<file path="src/rtl/alu_rr_scheduler.sv">
// Round-robin scheduler sharing one start/done ALU between NUM_REQ requesters.
// One operation is in flight at a time. Each operation is answered with the ALU
// result, or with an error flag when the ALU does not finish within TIMEOUT
// wait cycles.
module alu_rr_scheduler #(
  parameter int unsigned NUM_REQ = 4,
  parameter int unsigned DATA_W  = 8,
  parameter int unsigned OP_W    = 3,
  parameter int unsigned RES_W   = 16,
  parameter int unsigned TIMEOUT = 255
) (
  input  logic                      clk_i,
  input  logic                      reset_i,
  input  logic [NUM_REQ-1:0]        rq_valid,
  output logic [NUM_REQ-1:0]        rq_ready,
  input  logic [NUM_REQ*DATA_W-1:0] rq_a,
  input  logic [NUM_REQ*DATA_W-1:0] rq_b,
  input  logic [NUM_REQ*OP_W-1:0]   rq_op,
  output logic [NUM_REQ-1:0]        rsp_valid,
  input  logic [NUM_REQ-1:0]        rsp_ready,
  output logic [RES_W-1:0]          rsp_data,
  output logic                      rsp_err,
  output logic [DATA_W-1:0]         alu_a,
  output logic [DATA_W-1:0]         alu_b,
  output logic [OP_W-1:0]           alu_op,
  output logic                      alu_start,
  input  logic                      alu_done,
  input  logic [RES_W-1:0]          alu_res,
  output logic                      busy,
  output logic [15:0]               err_cnt
);

  localparam int unsigned IdxW = (NUM_REQ > 1) ? $clog2(NUM_REQ) : 1;
  localparam logic [16:0] TimeoutVal = 17'(TIMEOUT);
  localparam logic [NUM_REQ-1:0] OneHot0 = NUM_REQ'(1);
  localparam logic [IdxW-1:0] LastInit = IdxW'(NUM_REQ - 1);

  typedef enum logic [1:0] {StIdle, StIssue, StWait, StResp} state_e;

  state_e              state_q, state_d;
  logic [IdxW-1:0]     last_q, last_d;
  logic [IdxW-1:0]     gnt_q, gnt_d;
  logic [DATA_W-1:0]   a_q, a_d, b_q, b_d;
  logic [OP_W-1:0]     op_q, op_d;
  logic [15:0]         cnt_q, cnt_d;
  logic [RES_W-1:0]    data_q, data_d;
  logic                err_q, err_d;
  logic [15:0]         err_cnt_q, err_cnt_d;

  logic [IdxW-1:0]     arb_idx;
  logic [IdxW-1:0]     cand;
  logic                arb_any;

  // Round-robin pick: first valid requester after the one served last, with wrap.
  always_comb begin
    arb_idx = '0;
    arb_any = 1'b0;
    cand    = '0;
    for (int unsigned i = 1; i <= NUM_REQ; i++) begin
      cand = IdxW'((32'(last_q) + i) % NUM_REQ);
      if (!arb_any && rq_valid[cand]) begin
        arb_any = 1'b1;
        arb_idx = cand;
      end
    end
  end

  // Next-state logic for the FSM and its datapath registers.
  always_comb begin
    state_d   = state_q;
    last_d    = last_q;
    gnt_d     = gnt_q;
    a_d       = a_q;
    b_d       = b_q;
    op_d      = op_q;
    cnt_d     = cnt_q;
    data_d    = data_q;
    err_d     = err_q;
    err_cnt_d = err_cnt_q;
    unique case (state_q)
      StIdle: begin
        if (arb_any) begin
          gnt_d   = arb_idx;
          a_d     = rq_a[arb_idx*DATA_W +: DATA_W];
          b_d     = rq_b[arb_idx*DATA_W +: DATA_W];
          op_d    = rq_op[arb_idx*OP_W +: OP_W];
          state_d = StIssue;
        end
      end
      StIssue: begin
        cnt_d   = '0;
        state_d = StWait;
      end
      StWait: begin
        // Done is tested first so a completion on the last allowed cycle is not an error.
        if (alu_done) begin
          data_d  = alu_res;
          err_d   = 1'b0;
          state_d = StResp;
        end else if (({1'b0, cnt_q} + 17'd1) == TimeoutVal) begin
          data_d  = '0;
          err_d   = 1'b1;
          if (err_cnt_q != 16'hFFFF) err_cnt_d = err_cnt_q + 16'd1;
          state_d = StResp;
        end else begin
          cnt_d = cnt_q + 16'd1;
        end
      end
      StResp: begin
        if (rsp_ready[gnt_q]) begin
          last_d  = gnt_q;
          state_d = StIdle;
        end
      end
      default: state_d = StIdle;
    endcase
  end

  // State and datapath registers with synchronous reset.
  always_ff @(posedge clk_i) begin
    if (reset_i) begin
      state_q   <= StIdle;
      last_q    <= LastInit;
      gnt_q     <= '0;
      a_q       <= '0;
      b_q       <= '0;
      op_q      <= '0;
      cnt_q     <= '0;
      data_q    <= '0;
      err_q     <= 1'b0;
      err_cnt_q <= '0;
    end else begin
      state_q   <= state_d;
      last_q    <= last_d;
      gnt_q     <= gnt_d;
      a_q       <= a_d;
      b_q       <= b_d;
      op_q      <= op_d;
      cnt_q     <= cnt_d;
      data_q    <= data_d;
      err_q     <= err_d;
      err_cnt_q <= err_cnt_d;
    end
  end

  // Handshake and status outputs decoded from the current state.
  always_comb begin
    rq_ready  = '0;
    rsp_valid = '0;
    if (state_q == StIdle && arb_any && !reset_i) rq_ready = OneHot0 << arb_idx;
    if (state_q == StResp) rsp_valid = OneHot0 << gnt_q;
    alu_start = (state_q == StIssue);
    busy      = (state_q != StIdle);
  end

  assign alu_a    = a_q;
  assign alu_b    = b_q;
  assign alu_op   = op_q;
  assign rsp_data = data_q;
  assign rsp_err  = err_q;
  assign err_cnt  = err_cnt_q;

endmodule

</file>
<file path="config.mk">
export PLATFORM = sky130hd
export DESIGN_NAME = alu_rr_scheduler
export DESIGN_NICKNAME = d
export VERILOG_FILES = /design/src/rtl/alu_rr_scheduler.sv
export SDC_FILE = /design/constraint.sdc
export NUM_CORES = 1
export LEC_CHECK = 0
export BUFFER_PORTS_ARGS = -buffer_cell sky130_fd_sc_hd__buf_2
export CORE_UTILIZATION = 30
export DETAILED_ROUTE_END_ITERATION = 6
export HOLD_SLACK_MARGIN = 0.06
export SLEW_MARGIN = 10
export SYNTH_ARGS = -nofsm -noshare
export SYNTH_HDL_FRONTEND = slang
export SYNTH_SLANG_ARGS = --single-unit
</file>
<file path="constraint.sdc">
create_clock -name clk_i -period 3.1 [get_ports clk_i]
set_input_delay 0.775 -clock clk_i [delete_from_list [all_inputs] [get_ports clk_i]]
set_output_delay 0.775 -clock clk_i [all_outputs]
set_load 0.005 [all_outputs]
</file>
After elaboration in Yosys (flattened, before gate mapping)
Cells that the tools add are included.
- bits in registers: 74
- output and inout port bits: 62
- logic and storage cells: 90
- add/subtract/negate cells: 7
- multiply operators: 1
- magnitude comparators: 5
- eq/ne operators: 10
- shifts and indexed selects: 5
- mux-type cells: 32
- bitwise operators: 1
- reductions and logical operators: 19
- operators with widths (cell ; count):
    $mux W16 ; 4
    $shiftx A32 B6 Y8 ; 2
    $add A16 B1 Y16 const B ; 2
    $pmux W16 S2 ; 1
    $add A16 B1 Y17 const B ; 1
    $eq A17 B8 Y1 const B ; 1
    $mux W2 ; 8
    $ne A16 B16 Y1 const B ; 1
    $lt A2 B3 Y1 const B ; 5
    $shiftx A12 B5 Y3 ; 1
    $mux W1 ; 11
    $bmux W1 S2 ; 5
    $mux W4 ; 2
    $ne A2 B2 Y1 const B ; 4
    $pmux W2 S4 ; 1
    $shl A1 B2 Y4 const A ; 2
    $reduce_and A2 Y1 ; 3
    $reduce_and A3 Y1 ; 2
    $reduce_bool A2 Y1 ; 3
    $logic_and A1 B1 Y1 ; 5
    $add A2 B1 Y2 const B ; 2
    $add A2 B2 Y2 const B ; 2
    $eq A2 B2 Y1 const B ; 2
    $logic_not A1 Y1 ; 4
    6 further kinds ; 6

Logic depth before layout (Yosys ltp)
Gate-level depths: netlist (run 1).
- depth after elaboration: 16
- depth in mapped cells: 9
- depth with buffers taken out: 8

Worst setup path before layout (run 1)
No wires, ideal clock.
- path kind: input to output
- from: input port rq_valid[0]
- to: output port rq_ready[1]
- arrival: 1.875 ns
- setup slack: 0.450 ns
- stages: 6
- path buffers: 2
- cells stage by stage: a21oi_1 -> a31oi_1 -> a21o_1 -> clkbuf_1 -> clkbuf_1 -> and3_1
- word-level cells in the longest chain between the ends: 15
- elaborated cells on any way between the ends: 26
- classes of those cells: shift (1); mux (17); reduce/logical (8)
- RTL lines (what ; RTL line ; source):
    start, declared ; 14 ; input logic [NUM_REQ-1:0] rq_valid,
    $bmux W1 S2 ; 61 ; if (!arb_any && rq_valid[cand]) begin
    $mux W1 (implied by the code) ; 61 ;
    $mux W1 ; 61 ;
    $logic_not A1 Y1 ; 61 ;
    $logic_and A1 B1 Y1 ; 61 ;
    $mux W1 ; 61 ;
    $logic_not A1 Y1 ; 61 ;
    $logic_and A1 B1 Y1 ; 61 ;
    $mux W1 ; 61 ;
    $logic_not A1 Y1 ; 61 ;
    $logic_and A1 B1 Y1 ; 61 ;
    $mux W1 ; 61 ;
    $logic_and A1 B1 Y1 (2 in series) ; 150 ; if (state_q == StIdle && arb_any && !reset_i) rq_ready = OneHot0 << arb_idx;
    $mux W4 * ; 150 ;
    end, declared ; 15 ; output logic [NUM_REQ-1:0] rq_ready,
Mark *: on every way between the ends. The rest lies on a longest branch, timed or not. The select of a mux whose other input is x is not followed.

Worst setup path after layout (run 1)
- from: register cnt_q[1]
- to: register err_cnt_q[9], in the netlist err_cnt[9]
- word-level cells in the longest chain between the ends: 3
- RTL lines (what ; RTL line ; source):
    start, declared ; 45 ; logic [15:0] cnt_q, cnt_d;
    start signal, assigned ; 139 ; cnt_q <= cnt_d;
    $add A16 B1 Y17 ; 100 ; end else if (({1'b0, cnt_q} + 17'd1) == TimeoutVal) begin
    $eq A17 B8 Y1 ; 100 ;
    $reduce_and A4 Y1 (no source line) ; n/a ;
    end signal, assigned ; 142 ; err_cnt_q <= err_cnt_d;
    end, declared ; 48 ; logic [15:0] err_cnt_q, err_cnt_d;
Every way passes these cells.
A chain may end at the register's enable or synchronous reset.

==> impl_metrics.ini, run 1 <==
[global_routing]
antenna_found_initial = 0
grt_pass1_wl_um = 19600
grtUsageTotal_pct = 16.6
grt_pass1_vias = 4131
grt_overflow = 0
grt_max_degree = 65

[clock_network]
cts.sinks = 74
cts_setup_buffers = 0
path_clk_slew_ps = 60
insertion_delay_ps = 340
holdBufCountCts = 0
h-tree-depth = 3
cts_resized = 0
cts_root_buf = clkbuf_16
cts_buffers = 9
clock_path_buffers = 2
cts_tree = yes

[pwr]
vdd_drop_max_v = 0.000279
power.leakage_nw = 2.29
power.internal_mw = 2.07
power.density_nw_per_um2 = 594
seqPwrFrac_pct = 35.5
combPwrFrac_pct = 34.3
clkPwrFrac_pct = 30.1
p_total_mw = 3.23
sw_frac_of_total_pct = 35.8
p_sw_mw = 1.16

[synth]
async_flop_share_pct = 0
synth_edf_count = 0
synth-main-ff-cell = dfxtp_1
postSynthCellCount = 521
synth_nets = 631
synthesis.area_sq_um = 4200
synth-seq-area-share_pct = 35.2
yosysWarnings = 0
synth_cell_types = 63
ys_ff_latch = 74
syn_area_per_cell_sq_um = 8.07

[sta]
fin_tns_setup_ps = 0
fmax_mhz = 367
slew_violations = 0
slew_headroom_pct = 52.7
timing_hold_violations_final = 0
rsz0062_at_grt = no
setup_violations = 0
fin_crit_ps = 2730
finClkSkew_ps = 11.4
worst_pin_slew_ps = 709
fin_crit_sh_pct = 88.0

[floorplan]
rows = 42
die_area_sq_um = 14500
ioPinCount = 165
core_area_sq_um = 13500
die_w_um = 120
die_h_um = 120
initial_core_util_pct = 31.2

[job]
cap_violations = 0

[route]
ant_nets = 0
wire_per_inst_um = 14.8
drt_iter0_drc = 328
vias = 4451
drtPass1Iterations = 5
drc_errors = 0
viasPerCell = 5.26
drt_wl_total_um = 12500

[critical_path]
cp-end-kind = register
crit_path_max_fanout = 19
cp.arrival_ps = 2950
cp-start-kind = register
worstPathRequired_ps = 3320
crit_type = reg2reg

[place]
routabilityCongestion = 0.836
io_buffers = 164
hpwl_um = 9130

[layout]
area_growth_pct = 29.6
final_nets = 776
drive_gt1_share_pct = 31.1
num_antenna_cells = 0
fin_util_pct = 40.5

[hold_path]
hp-class = reg2reg

[run_status]
status = complete, no violations
[worst max-delay path, cell delays in order (launching register included)]
cell and delay (ps):
dfxtp_1 410, ha_1 280, nand4_2 200, nor3_1 300
mux2i_1 270, o2111a_2 260, o2111ai_4 250, nor4_1 270
mux2_2 370
[state kept, by name (all words and copies together) (netlist names)]
name / flops
err_cnt: 16
rsp_data: 16
rsp_err: 1
alu_b: 8
cnt_q: 16
gnt_q: 2
alu_a: 8
alu_op: 3
state_q: 2
last_q: 2
[path summary, 6_finish.rpt]
path	from	end	slack (ps)	cells after the start
worst max register to register	cnt_q[1]$_SDFFE_PP0P_	err_cnt[9]$_SDFFE_PP0P_	370	8
worst min register to register	alu_b[3]$_SDFFE_PP0P_	alu_b[3]$_SDFFE_PP0P_	450	2
worst max-delay path	cnt_q[1]$_SDFFE_PP0P_	err_cnt[9]$_SDFFE_PP0P_	370	8
worst min-delay path	alu_b[3]$_SDFFE_PP0P_	alu_b[3]$_SDFFE_PP0P_	450	2
[power groups by stage]
stage	Sequential, mW	Clock (mW)	Combinational, mW
after floorplan	1.17	0	0.706
after global placement	1.16	0	1.09
after detailed placement	1.17	0	1.11
after CTS	1.15	1.01	1.11
after global routing	1.17	1.05	1.23
final	1.15	0.974	1.11
[cells by family (layout without fill, tap and decap cells)]
kind of cell	Yosys count	count (layout)	share of synthesized area, %
flip-flops	74	74	35.2
XOR/XNOR	9	9	1.88
adder cells (fa/ha/maj)	7	7	2.08
AND/OR/NAND/NOR	222	222	27.7
buffers and inverters	49	199	4.73
AO/OA/AOI/OAI	153	153	26.4
multiplexers	7	7	1.99
[per-stage QoR]
step,setup WS [ps],area [sq um],instances,hold slack (ps)
2_1_floorplan,450,4200,521,453
3_3_place_gp,500,5170,831,440
3_5_place_dp,390,5170,831,448
4_1_cts,386,5450,847,456
5_1_grt,197,5450,847,468
6_report,372,5450,847,452
[cells in the final DEF, fill, tap and decap left out, drive strengths merged, types with 5 or more instances in the layout]
master / Yosys / routed
a211oi: 19 / 19
a21oi: 47 / 47
a22o: 16 / 16
a311o: 21 / 21
a31oi: 5 / 5
and2: 23 / 23
and3: 5 / 5
buf: 6 / 172
clkbuf: 32 / 9
dfxtp: 74 / 74
ha: 7 / 7
inv: 11 / 13
mux2i: 5 / 5
nand2: 86 / 86
nand3: 13 / 13
nand4: 7 / 7
nor2: 30 / 30
nor3: 9 / 9
nor4: 12 / 12
o21ai: 18 / 18
or2: 5 / 5
or3: 12 / 12
xor2: 6 / 6
[per-layer routing]
metal	global-route usage (%)	vias up	wire length, um
met5	0	-	0
met4	5.02	0	193
met3	4.06	20	952
met2	28.9	178	5780
met1	20.2	2038	5600
li1	-	2215	-
[area by class of cell]
cell class	count	area, sq um
multi-input combinational	398	2540
sequential	74	1480
timing repair buffer	172	881
tap	176	220
clock inverter	7	52.6
fill	1358	8010
clock buffer	9	225
inverter	11	41.3
[synthesized netlist by cell type, types with 5 or more instances]
cell | number | area share, %
nor4_1 | 10 | 1.5
dfxtp_1 | 74 | 35
a21oi_1 | 46 | 5.5
nand2_1 | 86 | 7.7
nor3_1 | 9 | 1.1
and2_1 | 23 | 3.4
xor2_1 | 6 | 1.3
nor2_1 | 30 | 2.7
nand3_1 | 12 | 1.4
a211oi_1 | 19 | 3.4
o21ai_0 | 18 | 2.1
mux2i_1 | 5 | 1.2
or3_1 | 12 | 1.8
a311o_1 | 21 | 5.0
ha_1 | 7 | 2.1
clkbuf_1 | 32 | 2.9
a31oi_1 | 5 | 0.74
a22o_1 | 16 | 3.3
inv_1 | 11 | 0.98
Power figures use the tool's default switching activity.
==> inputs of run 2 (changes only) <==
==> constraint.sdc (replaced) <==
create_clock -name clk_i -period 2.27 [get_ports clk_i]
set_input_delay 0.5675 -clock clk_i [delete_from_list [all_inputs] [get_ports clk_i]]
set_output_delay 0.5675 -clock clk_i [all_outputs]
set_load 0.005 [all_outputs]
==> run 2 against run 1 <==
The flow now finishes with violations (negative setup slack). Die area unchanged. Via count increased by 6.7%. Routed wire length is 13% higher. Critical path type unchanged.
==> impl_metrics.ini, run 2 (synthesis results as in run 1) <==
[critical_path]
cp-end-kind = register
path_delay_family = simple AND/OR/NAND/NOR gates
timing.rr.start = cnt_q[1]$_SDFFE_PP0P_
crit_type = reg2reg
cp-start-kind = register
crit_buf_inv = 1
max_stage_delay_ps = 370
cp.depth = 8
r2r_slack_ps = -140
crit_path_max_fanout = 5
critPathCapture = err_cnt[9]$_SDFFE_PP0P_
reg2reg_depth = 8
worstPathRequired_ps = 2500
cp.arrival_ps = 2640
crit_chain = buf_4, and2_2, a311oi_2, a41o_1, and2_4, o2111ai_4, nor4_2, mux2_2
r2r_end = err_cnt[9]$_SDFFE_PP0P_
crit_start = cnt_q[1]$_SDFFE_PP0P_
crit_slowest_cell = mux2_2

[job]
cap_violations = 0

[layout]
num_antenna_cells = 0
final_nets = 844
area_growth_pct = 51.1
final_cell_mix = 164 x buf_2, 86 x nand2_1, 62 x buf_4
layout_commonest_cell = buf_2
drive_gt1_share_pct = 42.8
fin_util_pct = 47.2

[clock_network]
insertion_delay_ps = 340
holdBufCountCts = 0
h-tree-depth = 3
clock_path_buffers = 2
path_clk_slew_ps = 70
cts_root_buf = clkbuf_16
cts_buffers = 9
cts_tree = yes
cts.sinks = 74

[route]
wl_met3_um = 1050
drt_wl_total_um = 14200
wire_per_inst_um = 15.5
routed.top_layer = met4
viasPerCell = 5.19
vias = 4751
wl_met1_um = 6010
wl_met2_um = 7020
ant_nets = 0
drc_errors = 0
drtPass1Iterations = 4
drt_iter0_drc = 276

[pwr]
power.density_nw_per_um2 = 764
p_total_mw = 4.85
power.leakage_nw = 2.73
vdd_drop_max_v = 0.000432

[hold_path]
hp-class = in2reg

[global_routing]
grt_pass1_wl_um = 21900
grt_pass1_vias = 4518
grtUsageTotal_pct = 18.8
grt_overflow = 0
grt_max_degree = 63
antenna_found_initial = 0

[sta]
fin_crit_ps = 2410
rsz0062_at_grt = yes
slew_headroom_pct = 36.0
setup_violations = 34
timing_hold_violations_final = 0
layout_setup_ws_ps = -138
finClkSkew_ps = 14.7
slew_violations = 0
fmax_mhz = 415
fin_crit_sh_pct = 106
worst_pin_slew_ps = 956

[floorplan]
die_h_um = 120
initial_core_util_pct = 31.2
die_w_um = 120
core_area_sq_um = 13500
rows = 42
ioPinCount = 165
die_area_sq_um = 14500

[place]
io_buffers = 164
hpwl_um = 9840
routabilityCongestion = 0.864
place_ws_ps = -194

[run_status]
violations = negative setup slack
status = finished, violations left
==> run 2: power breakdown <==
group          switching (mW)  total [mW]  internal [mW]  leakage [nW]
Combinational           0.982        1.77          0.788          1.98
Sequential              0.108        1.57           1.47         0.608
Clock                   0.630        1.50          0.873         0.149
==> run 2: layer usage <==
metal / track usage (%) / vias to the layer above
li1: - / 2344
met1: 22.1 / 2213
met2: 34.0 / 188
met3: 4.58 / 6
met4: 4.48 / 0
met5: 0 / -
==> run 2: final cells by class <==
cell class / instances / area [sq um]
clock buffer: 9 / 225
tap: 176 / 220
sequential: 74 / 1520
clock inverter: 7 / 83.8
inverter: 11 / 43.8
fill: 1271 / 7100
multi-input combinational: 399 / 2750
timing repair buffer: 239 / 1510
==> run 2: worst min path at each step <==
stage / startpoint / to / slack [ps] / depth (start not counted)
detailed placement: alu_a[3]$_SDFFE_PP0P_ / alu_a[3]$_SDFFE_PP0P_ / 440 / 2
finish: alu_res[13] / rsp_data[13]$_SDFFE_PP0P_ / 430 / 2
global placement: alu_a[3]$_SDFFE_PP0P_ / alu_a[3]$_SDFFE_PP0P_ / 440 / 2
floorplan: alu_a[0]$_SDFFE_PP0P_ / alu_a[0]$_SDFFE_PP0P_ / 450 / 2
global route: alu_res[7] / rsp_data[7]$_SDFFE_PP0P_ / 430 / 2
CTS: alu_res[11] / rsp_data[11]$_SDFFE_PP0P_ / 420 / 2
==> run 2: through the flow <==
step / TNS, ps / cells / hold slack (ps) / area (sq um)
finish: -1980 / 915 / 433 / 6350
global route: -5580 / 915 / 428 / 6350
detailed placement: -3790 / 880 / 443 / 5640
global placement: -1480 / 880 / 441 / 5640
floorplan: 0 / 521 / 453 / 4220
CTS: -3.65 / 905 / 420 / 6130
==> run 2: repair_timing <==
action / CTS / global route
hold endpoints to repair: 0 / 0
buffers inserted: 8 / 9
pin swaps: 10 / 18
cloned: 1 / 1
endpoints found under the setup margin: 42 / 41
resized for setup: 29 / 33
==> inputs of run 3 (changes only) <==
==> constraint.sdc (replaced) <==
create_clock -name clk_i -period 2.35 [get_ports clk_i]
set_input_delay 0.5875 -clock clk_i [delete_from_list [all_inputs] [get_ports clk_i]]
set_output_delay 0.5875 -clock clk_i [all_outputs]
set_load 0.005 [all_outputs]
==> run 3 against run 2 <==
The flow still finishes with violations (negative setup slack). Clock skew shrank 7.9 ps. Cell area is 4.4% lower. Utilization is 2.1 points lower. First-iteration DRC count fell by 14%. Non-clock buffer count down 23. Largest power group unchanged. Clock power fell by 4%. Sequential cell count unchanged. Sequential share of layout area increased by 0.93 points. Global-route usage decreased by 0.70 points. Register-to-register slack improved by 130 ps. Cell count down 2.6%. Highest routed layer unchanged.
==> impl_metrics.ini, run 3 (synthesis results as in run 1) <==
[floorplan]
die_area_sq_um = 14500
die_h_um = 120
rows = 42
ioPinCount = 165
core_area_sq_um = 13500
initial_core_util_pct = 31.2
die_w_um = 120

[critical_path]
cp.arrival_ps = 2590
path_delay_family = simple AND/OR/NAND/NOR gates
crit_chain = nand4_4, or2_4, nor4_4, o2111a_2, o2111ai_4, nor4_1, mux2_2
cp-start-kind = register
max_stage_delay_ps = 380
crit_slowest_cell = mux2_2
crit_buf_inv = 0
worstPathRequired_ps = 2580
crit_path_max_fanout = 6
crit_type = reg2reg
cp-end-kind = register

[route]
ant_nets = 0
drt_iter0_drc = 236
viasPerCell = 5.15
vias = 4589
drt_wl_total_um = 13400
wire_per_inst_um = 15.0
drtPass1Iterations = 5
drc_errors = 0

[layout]
area_growth_pct = 44.4
layout_commonest_cell = buf_2
drive_gt1_share_pct = 40.6
num_antenna_cells = 0
final_cell_mix = 164 x buf_2, 85 x nand2_1, 63 x dfxtp_1
seqCellArea_sq_um = 1510
fillCellCount = 1340
final_nets = 820
multi_input_area_sq_um = 2710

[clock_network]
clock_path_buffers = 2
cts.sinks = 74
cts_root_buf = clkbuf_16
insertion_delay_ps = 340
h-tree-depth = 3
cts_tree = yes
holdBufCountCts = 0
cts_buffers = 9
path_clk_slew_ps = 60

[sta]
layout_setup_ws_ps = -5.95
setup_violations = 1
slew_headroom_pct = 35.1
rsz0062_at_grt = yes
worst_pin_slew_ps = 969
timing_hold_violations_final = 0
fin_crit_ps = 2360
finClkSkew_ps = 6.79
fmax_mhz = 424
slew_violations = 0
fin_crit_sh_pct = 100

[place]
io_buffers = 164
place_ws_ps = -138
routabilityCongestion = 0.824
hpwl_um = 9830

[run_status]
violations = negative setup slack
status = finished, violations left

[job]
cap_violations = 0

[pwr]
power.leakage_nw = 2.60
vdd_drop_max_v = 0.000307
power.density_nw_per_um2 = 740
p_total_mw = 4.49

[global_routing]
antenna_found_initial = 0
grt_pass1_vias = 4350
grt_pass1_wl_um = 21000
grt_max_degree = 46
grt_overflow = 0
grtUsageTotal_pct = 18.1

[hold_path]
hp-class = in2reg
-- run 3: worst reg2reg max path, cell delays in order, from the launching register on --
cell and delay [ps]:
dfxtp_4 360, nand4_4 170, or2_4 290, nor4_4 330, o2111a_2 290, o2111ai_4 150, nor4_1 280, mux2_2 380
-- run 3: final timing paths --
check / slack, ps / depth (start not counted) / endpoint / from
worst max-delay path: -6 / 7 / err_cnt[9]$_SDFFE_PP0P_ / cnt_q[5]$_SDFFE_PP0P_
worst min-delay path: 450 / 2 / rsp_data[10]$_SDFFE_PP0P_ / alu_res[10]
worst max register to register: -6 / 7 / err_cnt[9]$_SDFFE_PP0P_ / cnt_q[5]$_SDFFE_PP0P_
worst min register to register: 450 / 2 / alu_b[6]$_SDFFE_PP0P_ / alu_b[6]$_SDFFE_PP0P_
-- run 3: where the power goes --
group / internal, mW / switching (mW) / leakage [nW]
clock: 0.862 / 0.582 / 0.150
sequential: 1.41 / 0.101 / 0.608
combinational: 0.646 / 0.889 / 1.84
total: 2.92 / 1.57 / 2.60
-- run 3: final cells by class --
class,instances,area share (%)
inverters,11,0.680
multi-input cells,398,44.7
clock inverters,6,1.20
flip-flops and latches,74,24.8
repair buffers,216,21.0
clock buffers,10,3.94
well taps,176,3.63
-- run 3: per-stage QoR --
stage	TNS, ps	cell area (sq um)	std cells	hold slack, ps	util (%)
final	-5.95	6070	891	450	45.1
after global routing	-353	6070	891	439	45.1
after CTS	0	5890	888	434	43.8
after detailed placement	-1870	5530	872	444	41.1
after global placement	-637	5530	872	440	41.1
after floorplan	0	4200	521	453	-
-- run 3: metal layers --
metal / global-route usage [%] / up-vias / routed length [um]
met2: 31.0 / 180 / 6230
met4: 5.71 / 0 / 240
met1: 22.1 / 2093 / 5860
met3: 4.48 / 21 / 1020
met5: 0 / - / 0
li1: - / 2295 / -
-- run 3: what timing repair did --
item / in CTS / in global routing
hold endpoints to repair: 0 / 0
pin swaps: 0 / 21
gates cloned: 0 / 0
buffers inserted: 0 / 3
endpoints found under the setup margin: 37 / 27
resized for setup: 15 / 39
